===== src/rtl/i2s_capture_sequencer_if.sv =====
// Bus bundle between the I2S capture sequencer, the i2s receiver core and the AHB wrapper.
// The chsel signal exists only when I2S_CAP_CHSEL_EN is defined.
interface i2s_capture_sequencer_if #(
  parameter int DEPTH = 64,
  parameter int LEN_W = 12
);
  localparam int LVL_W = $clog2(DEPTH) + 1;

  logic             start;
  logic             stop;
  logic             cont;
  logic [LEN_W-1:0] frame_len;
  logic             flush;
  logic             done_clr;
  logic             i2s_en;
  logic             smp_valid;
  logic [31:0]      smp_data;
  logic             smp_ws;
  logic             rd_pop;
  logic [31:0]      rd_data;
  logic [LVL_W-1:0] fifo_level;
  logic             fifo_empty;
  logic             busy;
  logic             frame_done;
  logic             overflow;
  logic             irq;
`ifdef I2S_CAP_CHSEL_EN
  logic             chsel;
`endif

  modport slave (
`ifdef I2S_CAP_CHSEL_EN
    input  chsel,
`endif
    input  start, stop, cont, frame_len, flush, done_clr,
    input  smp_valid, smp_data, smp_ws, rd_pop,
    output i2s_en, rd_data, fifo_level, fifo_empty, busy, frame_done, overflow, irq
  );

  modport master (
`ifdef I2S_CAP_CHSEL_EN
    output chsel,
`endif
    output start, stop, cont, frame_len, flush, done_clr,
    output smp_valid, smp_data, smp_ws, rd_pop,
    input  i2s_en, rd_data, fifo_level, fifo_empty, busy, frame_done, overflow, irq
  );
endinterface


===== src/rtl/i2s_capture_sequencer.sv =====
// I2S capture sequencer: warm-up discard, framed capture into a FWFT FIFO, sticky flags.
// Define I2S_CAP_CHSEL_EN to capture only samples whose word select matches chsel.
module i2s_capture_sequencer #(
  parameter int DEPTH  = 64,
  parameter int LEN_W  = 12,
  parameter int WARMUP = 16
) (
  input logic                    HCLK,
  input logic                    HRESETn,
  i2s_capture_sequencer_if.slave bus
);
  localparam int PTR_W  = $clog2(DEPTH);
  localparam int LVL_W  = PTR_W + 1;
  localparam int WARM_W = (WARMUP > 1) ? $clog2(WARMUP) : 1;

  typedef enum logic [1:0] {IDLE, WARM, CAPT} state_t;

  state_t           state;
  logic [LEN_W-1:0] len;
  logic [LEN_W-1:0] cnt;
  logic [LEN_W-1:0] cnt_inc;
  logic [WARM_W-1:0] warm_cnt;
  logic             i2s_en;
  logic             busy;
  logic             frame_done;
  logic             overflow;

  logic [31:0]      mem [DEPTH];
  logic [PTR_W-1:0] wr_ptr;
  logic [PTR_W-1:0] rd_ptr;
  logic [PTR_W-1:0] rd_next;
  logic [LVL_W-1:0] level;
  logic [31:0]      rd_data;

  logic hit;
  logic push_req;
  logic push_ok;
  logic pop_ok;
  logic full;
  logic frame_end;
  logic start_ok;

`ifndef I2S_CAP_CHSEL_EN
  logic unused_ws;
  assign unused_ws = bus.smp_ws;
`endif

  always_comb begin
`ifdef I2S_CAP_CHSEL_EN
    hit = bus.smp_valid && (bus.smp_ws == bus.chsel);
`else
    hit = bus.smp_valid;
`endif
    cnt_inc   = cnt + 1'b1;
    start_ok  = (state == IDLE) && bus.start && (bus.frame_len != '0) && !bus.stop;
    push_req  = (state == CAPT) && hit && !bus.stop;
    frame_end = push_req && (cnt_inc == len);
    full      = (level == LVL_W'(DEPTH));
    pop_ok    = bus.rd_pop && (level != '0);
    // A full FIFO still accepts a push when the head leaves in the same cycle
    push_ok   = push_req && (!full || pop_ok);
    rd_next   = rd_ptr + 1'b1;
  end

  always_ff @(posedge HCLK or negedge HRESETn) begin
    if (!HRESETn) begin
      state      <= IDLE;
      len        <= '0;
      cnt        <= '0;
      warm_cnt   <= '0;
      i2s_en     <= 1'b0;
      busy       <= 1'b0;
      frame_done <= 1'b0;
    end else begin
      if (frame_end)
        frame_done <= 1'b1;
      else if (bus.done_clr || start_ok)
        frame_done <= 1'b0;

      if (bus.stop) begin
        state  <= IDLE;
        cnt    <= '0;
        i2s_en <= 1'b0;
        busy   <= 1'b0;
      end else begin
        case (state)
          IDLE: begin
            if (start_ok) begin
              len      <= bus.frame_len;
              cnt      <= '0;
              warm_cnt <= '0;
              i2s_en   <= 1'b1;
              busy     <= 1'b1;
              if (WARMUP == 0) state <= CAPT;
              else             state <= WARM;
            end
          end
          WARM: begin
            if (hit) begin
              if (int'(warm_cnt) == WARMUP - 1) begin
                state    <= CAPT;
                warm_cnt <= '0;
              end else begin
                warm_cnt <= warm_cnt + 1'b1;
              end
            end
          end
          CAPT: begin
            // cnt advances even when the FIFO drops the sample, keeping frame timing
            if (hit) begin
              if (cnt_inc == len) begin
                cnt <= '0;
                if (!bus.cont) begin
                  state  <= IDLE;
                  i2s_en <= 1'b0;
                  busy   <= 1'b0;
                end
              end else begin
                cnt <= cnt_inc;
              end
            end
          end
          default: begin
            state  <= IDLE;
            i2s_en <= 1'b0;
            busy   <= 1'b0;
          end
        endcase
      end
    end
  end

  always_ff @(posedge HCLK or negedge HRESETn) begin
    if (!HRESETn) begin
      wr_ptr   <= '0;
      rd_ptr   <= '0;
      level    <= '0;
      rd_data  <= '0;
      overflow <= 1'b0;
    end else if (bus.flush) begin
      rd_ptr   <= wr_ptr;
      level    <= '0;
      overflow <= 1'b0;
    end else begin
      if (push_ok) wr_ptr <= wr_ptr + 1'b1;
      if (pop_ok)  rd_ptr <= rd_next;
      if (push_req && !push_ok) overflow <= 1'b1;

      if (push_ok && !pop_ok)
        level <= level + 1'b1;
      else if (pop_ok && !push_ok)
        level <= level - 1'b1;

      // Registered head: follows the next entry, or the incoming sample when it becomes the head
      if (pop_ok) begin
        if (level > LVL_W'(1))
          rd_data <= mem[rd_next];
        else if (push_ok)
          rd_data <= bus.smp_data;
      end else if ((level == '0) && push_ok) begin
        rd_data <= bus.smp_data;
      end
    end
  end

  always_ff @(posedge HCLK) begin
    if (push_ok && !bus.flush)
      mem[wr_ptr] <= bus.smp_data;
  end

  assign bus.i2s_en     = i2s_en;
  assign bus.busy       = busy;
  assign bus.rd_data    = rd_data;
  assign bus.fifo_level = level;
  assign bus.fifo_empty = (level == '0);
  assign bus.frame_done = frame_done;
  assign bus.overflow   = overflow;
  assign bus.irq        = frame_done | overflow;
endmodule

===== src/flat_wrapper.sv =====
// flat-port wrapper written by rule: the top's interface ports become plain ports
module i2s_capture_sequencer_flat 
#(
  parameter int DEPTH  = 64,
  parameter int LEN_W  = 12,
  parameter int WARMUP = 16
)
  (HCLK, HRESETn, bus_start, bus_stop, bus_cont, bus_frame_len, bus_flush, bus_done_clr, bus_smp_valid, bus_smp_data, bus_smp_ws, bus_rd_pop, bus_i2s_en, bus_rd_data, bus_fifo_level, bus_fifo_empty, bus_busy, bus_frame_done, bus_overflow, bus_irq);
  i2s_capture_sequencer_if #(.DEPTH(DEPTH), .LEN_W(LEN_W)) bus_i ();
  input logic HCLK;
  input logic HRESETn;
  input wire logic [$bits(bus_i.start)-1:0] bus_start;
  input wire logic [$bits(bus_i.stop)-1:0] bus_stop;
  input wire logic [$bits(bus_i.cont)-1:0] bus_cont;
  input wire logic [$bits(bus_i.frame_len)-1:0] bus_frame_len;
  input wire logic [$bits(bus_i.flush)-1:0] bus_flush;
  input wire logic [$bits(bus_i.done_clr)-1:0] bus_done_clr;
  input wire logic [$bits(bus_i.smp_valid)-1:0] bus_smp_valid;
  input wire logic [$bits(bus_i.smp_data)-1:0] bus_smp_data;
  input wire logic [$bits(bus_i.smp_ws)-1:0] bus_smp_ws;
  input wire logic [$bits(bus_i.rd_pop)-1:0] bus_rd_pop;
  output wire logic [$bits(bus_i.i2s_en)-1:0] bus_i2s_en;
  output wire logic [$bits(bus_i.rd_data)-1:0] bus_rd_data;
  output wire logic [$bits(bus_i.fifo_level)-1:0] bus_fifo_level;
  output wire logic [$bits(bus_i.fifo_empty)-1:0] bus_fifo_empty;
  output wire logic [$bits(bus_i.busy)-1:0] bus_busy;
  output wire logic [$bits(bus_i.frame_done)-1:0] bus_frame_done;
  output wire logic [$bits(bus_i.overflow)-1:0] bus_overflow;
  output wire logic [$bits(bus_i.irq)-1:0] bus_irq;
  assign bus_i.start = bus_start;
  assign bus_i.stop = bus_stop;
  assign bus_i.cont = bus_cont;
  assign bus_i.frame_len = bus_frame_len;
  assign bus_i.flush = bus_flush;
  assign bus_i.done_clr = bus_done_clr;
  assign bus_i.smp_valid = bus_smp_valid;
  assign bus_i.smp_data = bus_smp_data;
  assign bus_i.smp_ws = bus_smp_ws;
  assign bus_i.rd_pop = bus_rd_pop;
  assign bus_i2s_en = bus_i.i2s_en;
  assign bus_rd_data = bus_i.rd_data;
  assign bus_fifo_level = bus_i.fifo_level;
  assign bus_fifo_empty = bus_i.fifo_empty;
  assign bus_busy = bus_i.busy;
  assign bus_frame_done = bus_i.frame_done;
  assign bus_overflow = bus_i.overflow;
  assign bus_irq = bus_i.irq;
  i2s_capture_sequencer #(.DEPTH(DEPTH), .LEN_W(LEN_W), .WARMUP(WARMUP)) u_core (.HCLK(HCLK), .HRESETn(HRESETn), .bus(bus_i));
endmodule

===== config.mk =====
export PLATFORM = sky130hd
export DESIGN_NAME = i2s_capture_sequencer_flat
export DESIGN_NICKNAME = d
export VERILOG_FILES = /design/src/rtl/i2s_capture_sequencer_if.sv /design/src/rtl/i2s_capture_sequencer.sv /design/src/flat_wrapper.sv
export SDC_FILE = /design/constraint.sdc
export NUM_CORES = 2
export LEC_CHECK = 0
export BUFFER_PORTS_ARGS = -buffer_cell sky130_fd_sc_hd__clkbuf_2
export CAP_MARGIN = 20
export CELL_PAD_IN_SITES_DETAIL_PLACEMENT = 0
export CELL_PAD_IN_SITES_GLOBAL_PLACEMENT = 1
export CORE_ASPECT_RATIO = 1.5
export CORE_MARGIN = 2
export CORE_UTILIZATION = 50
export CTS_CLUSTER_SIZE = 10
export DETAILED_ROUTE_END_ITERATION = 10
export PLACE_DENSITY_LB_ADDON = 0.1
export SLEW_MARGIN = 20
export SYNTH_ARGS = -nofsm -noshare
export SYNTH_HDL_FRONTEND = slang
export SYNTH_SLANG_ARGS = --single-unit

===== constraint.sdc =====
create_clock -name HCLK -period 4.8 [get_ports HCLK]
set_input_delay 0.24 -clock HCLK [delete_from_list [all_inputs] [get_ports HCLK]]
set_output_delay 0.24 -clock HCLK [all_outputs]
set_load 0.01 [all_outputs]

==> impl_metrics.py <==
metrics = {
    "global_route": {
        "grt_pass1_vias": 41858,
        "antenna_found_initial": 13,
        "grt_pass1_wl_um": 310000,
        "grt_max_degree": 87,
        "grt.total_usage": 0.264,
        "grt_overflow_total": 0,
    },
    "power": {
        "finalPower_mw": 48.1,
        "power_density_nw_per_um2": 510,
        "p_leak_nw": 29.3,
        "peakVddDrop_v": 0.000503,
    },
    "synthesis": {
        "syn_area_per_cell_sq_um": 21.2,
        "syn_nets": 3950,
        "synth_top_area_frac": 0.745,
        "seq_area_frac_synth": 0.770,
        "ys.flop_type": "edfxtp_1",
        "yosysTopAreaCell": "edfxtp_1",
        "async_flop_share": 0.0394,
        "synth_area_leaders": "edfxtp_1 74%, mux4_2 14%, dfrtp_1 2.5%",
        "synth_cell_types": 58,
        "synth_seq_cells": 2132,
        "yosysWarnings": 0,
        "netlist_area_sq_um": 82600,
        "synth_edf_count": 2048,
        "netlist_instances": 3888,
    },
    "final_layout": {
        "syn2layout_area_growth_pct": 14.3,
        "final_area_sq_um": 94400,
        "regArea_sq_um": 63600,
        "nFillCells": 12073,
        "final_net_count": 4314,
        "multi_input_area_sq_um": 18600,
        "fin_util": 0.576,
        "drive_above_1_share": 0.270,
    },
    "timing": {
        "setup_viol": 0,
        "slew_viol_final": 0,
        "fin_setup_tns_ns": 0,
        "max-slew-margin-rel": 0.224,
        "finClkSkew_ns": 0.0367,
        "finalCriticalPeriod_ns": 3.85,
        "clock.fmax_mhz": 260,
        "min_period_over_period": 0.802,
        "worst_pin_slew_ns": 1.16,
        "rsz0062_at_grt": "false",
        "hold_viol_final": 0,
    },
    "cts": {
        "cts.sink_count": 2132,
        "path_clk_slew_ns": 0.06,
        "cts_root_buf": "clkbuf_16",
        "cts_tree": "done",
        "clock_path_buffers": 3,
        "clk-insertion-delay-late_ns": 0.85,
        "cts_made_buffers": 232,
        "cts_max_level": 4,
        "cts-resized-gates": 0,
    },
    "detailed_routing": {
        "wl_um": 219000,
        "wl_met1_um": 85800,
        "dr_total_vias": 40332,
        "wl_per_cell_um": 34.0,
        "post-route-drc-count": 0,
        "detail_route.iter0.violations": 4373,
        "wl_met2_um": 115000,
        "drtAntennaViolNets": 0,
        "via_per_inst": 6.25,
        "highest_layer": "met5",
        "wl_met3_um": 12400,
        "drtPass1Iterations": 5,
    },
    "status": {
        "status": "complete, no violations",
    },
    "die": {
        "fp.dieH_um": 502,
        "rows": 182,
        "ioPinCount": 99,
        "start_util": 0.504,
        "die_w_um": 336,
        "core_area_sq_um": 164000,
        "die_area_sq_um": 169000,
    },
    "hold_path": {
        "hp-class": "in -> reg",
    },
    "setup_path": {
        "path_class": "reg -> reg",
        "cp.required_ns": 5.51,
        "max_stage_delay_ns": 0.70,
        "path_buf_inv": 2,
        "critical_path.startpoint_type": "flop",
        "arrival_ns": 4.56,
        "cp_cell_sequence": "ha_4 > xor2_4 > buf_12 > buf_4 > mux4_2 > mux2_2 > mux2i_1 > a21oi_1 > a22oi_1 > o21ai_0",
        "cp_max_fo": 25,
        "slowest_stage": "xor2_4",
        "cp-end-kind": "flop",
        "critPathTopFamily": "multiplexers",
    },
    "placement": {
        "port_buffers": 97,
        "place_congestion": 0.811,
        "placedInstanceArea_sq_um": 87600,
        "post-dp-hpwl_um": 127000,
    },
    "flow_run": {
        "max-cap-violations": 0,
    },
}
-- placed cells by master, fill, tap and decap left out, types with 17 or more instances in the layout --
cell,instances
clkbuf_2,96
nor2_4,65
xnor2_1,20
a22o_1,39
mux2i_1,190
dfrtp_1,83
mux2_2,17
clkbuf_1,68
nor4_1,36
buf_4,163
clkbuf_16,238
dlygate4sd3_1,40
mux4_2,512
buf_12,48
o22ai_1,94
a221oi_1,32
edfxtp_1,2048
nand3_1,19
o21ai_0,27
nand2_1,240
nor2_1,95
-- Yosys cell counts, drive strengths merged, types with 32 or more instances --
library cell	count
mux2i	190
buf	103
clkbuf	115
nor2	161
nor4	38
o22ai	94
a22o	39
mux4	512
nand2	240
dfrtp	84
edfxtp	2048
a221oi	32
-- final cells by class --
cell class              count  share of cell area
diodes                      4            0.000106
clock buffers             307              0.0660
clock inverters             9             0.00134
inverters                  11            0.000438
multi-input cells        1527               0.197
flip-flops and latches   2132               0.674
well taps                2116              0.0281
repair buffers            348              0.0328
-- final timing paths --
| check | end | slack, ns | start | cells after the start |
|---|---|---|---|---|
| setup / recovery | u_core.bus.rd_data[22]$_DFFE_PN0P_ | 0.95 | u_core.rd_ptr[0]$_DFFE_PN0P_ | 10 |
| hold / removal | u_core.mem[5][11]$_DFFE_PP_ | 0.04 | bus_smp_data[11] | 2 |
| setup reg to reg | u_core.bus.rd_data[22]$_DFFE_PN0P_ | 0.95 | u_core.rd_ptr[0]$_DFFE_PN0P_ | 10 |
| hold reg to reg | u_core.warm_cnt[3]$_DFFE_PN0P_ | 0.48 | u_core.warm_cnt[3]$_DFFE_PN0P_ | 1 |
| max in group asynchronous | u_core.bus.rd_data[20]$_DFFE_PN0P_ | 3.67 | HRESETn | 4 |
| min in group asynchronous | u_core.cnt[11]$_DFFE_PN0P_ | 0.58 | HRESETn | 4 |
-- stage by stage --
stage,hold WS [ns],cells,setup slack [ns]
floorplan,-0.0556,3888,0.983
global placement,0.341,6093,0.978
detailed placement,0.343,6093,0.915
CTS,0.0341,6450,0.854
global route,0.0520,6451,0.703
finish,0.0416,6454,0.951
-- worst reg2reg max path: cells and delay by family (launching register included) --
family,cells,cell delay [ns]
multiplexers,3,0.88
buffers and inverters,2,0.75
XOR/XNOR,1,0.70
flip-flops,1,0.69
AO/OA/AOI/OAI,3,0.41
adder cells (fa/ha/maj),1,0.28
-- per-layer routing --
layer | up-vias | GRT usage
met3 | 278 | 0.0395
met4 | 6 | 0.0805
met5 | - | 0
li1 | 16823 | -
met1 | 21902 | 0.343
met2 | 1323 | 0.461
-- power by group --
group	total, mW	leakage (nW)	internal, mW	switching, mW
Sequential	21.0	19.5	20.6	0.363
Clock	15.6	3.08	8.86	6.73
Combinational	11.6	6.76	5.55	6.03
Total	48.1	29.3	35.0	13.1
-- registers in the layout (all words and copies together), names as in the netlist --
register,cells
u_core.rd_ptr,6
u_core.bus.fifo_level,7
u_core.mem,2048
u_core.bus.rd_data,32
u_core.len,12
u_core.wr_ptr,6
u_core.bus.overflow,1
u_core.bus.frame_done,1
u_core.warm_cnt,4
u_core.cnt,12
u_core.state,2
u_core.bus.i2s_en,1
-- cell families after synthesis --
logic type	synth area share
xor gates and xnor gates	0.00370
buffers and inverters	0.0115
DFF	0.770
AOI/OAI and AO/OA	0.0217
muxes	0.165
adders and majority gates	0.00121
and+or+nand+nor	0.0269
-- timing repair --
action | in CTS | in global routing
hold buffers | 41 | 0
hold endpoints to repair | 149 | 0
setup buffers | 0 | 0
(Power assumes the default switching activity.)
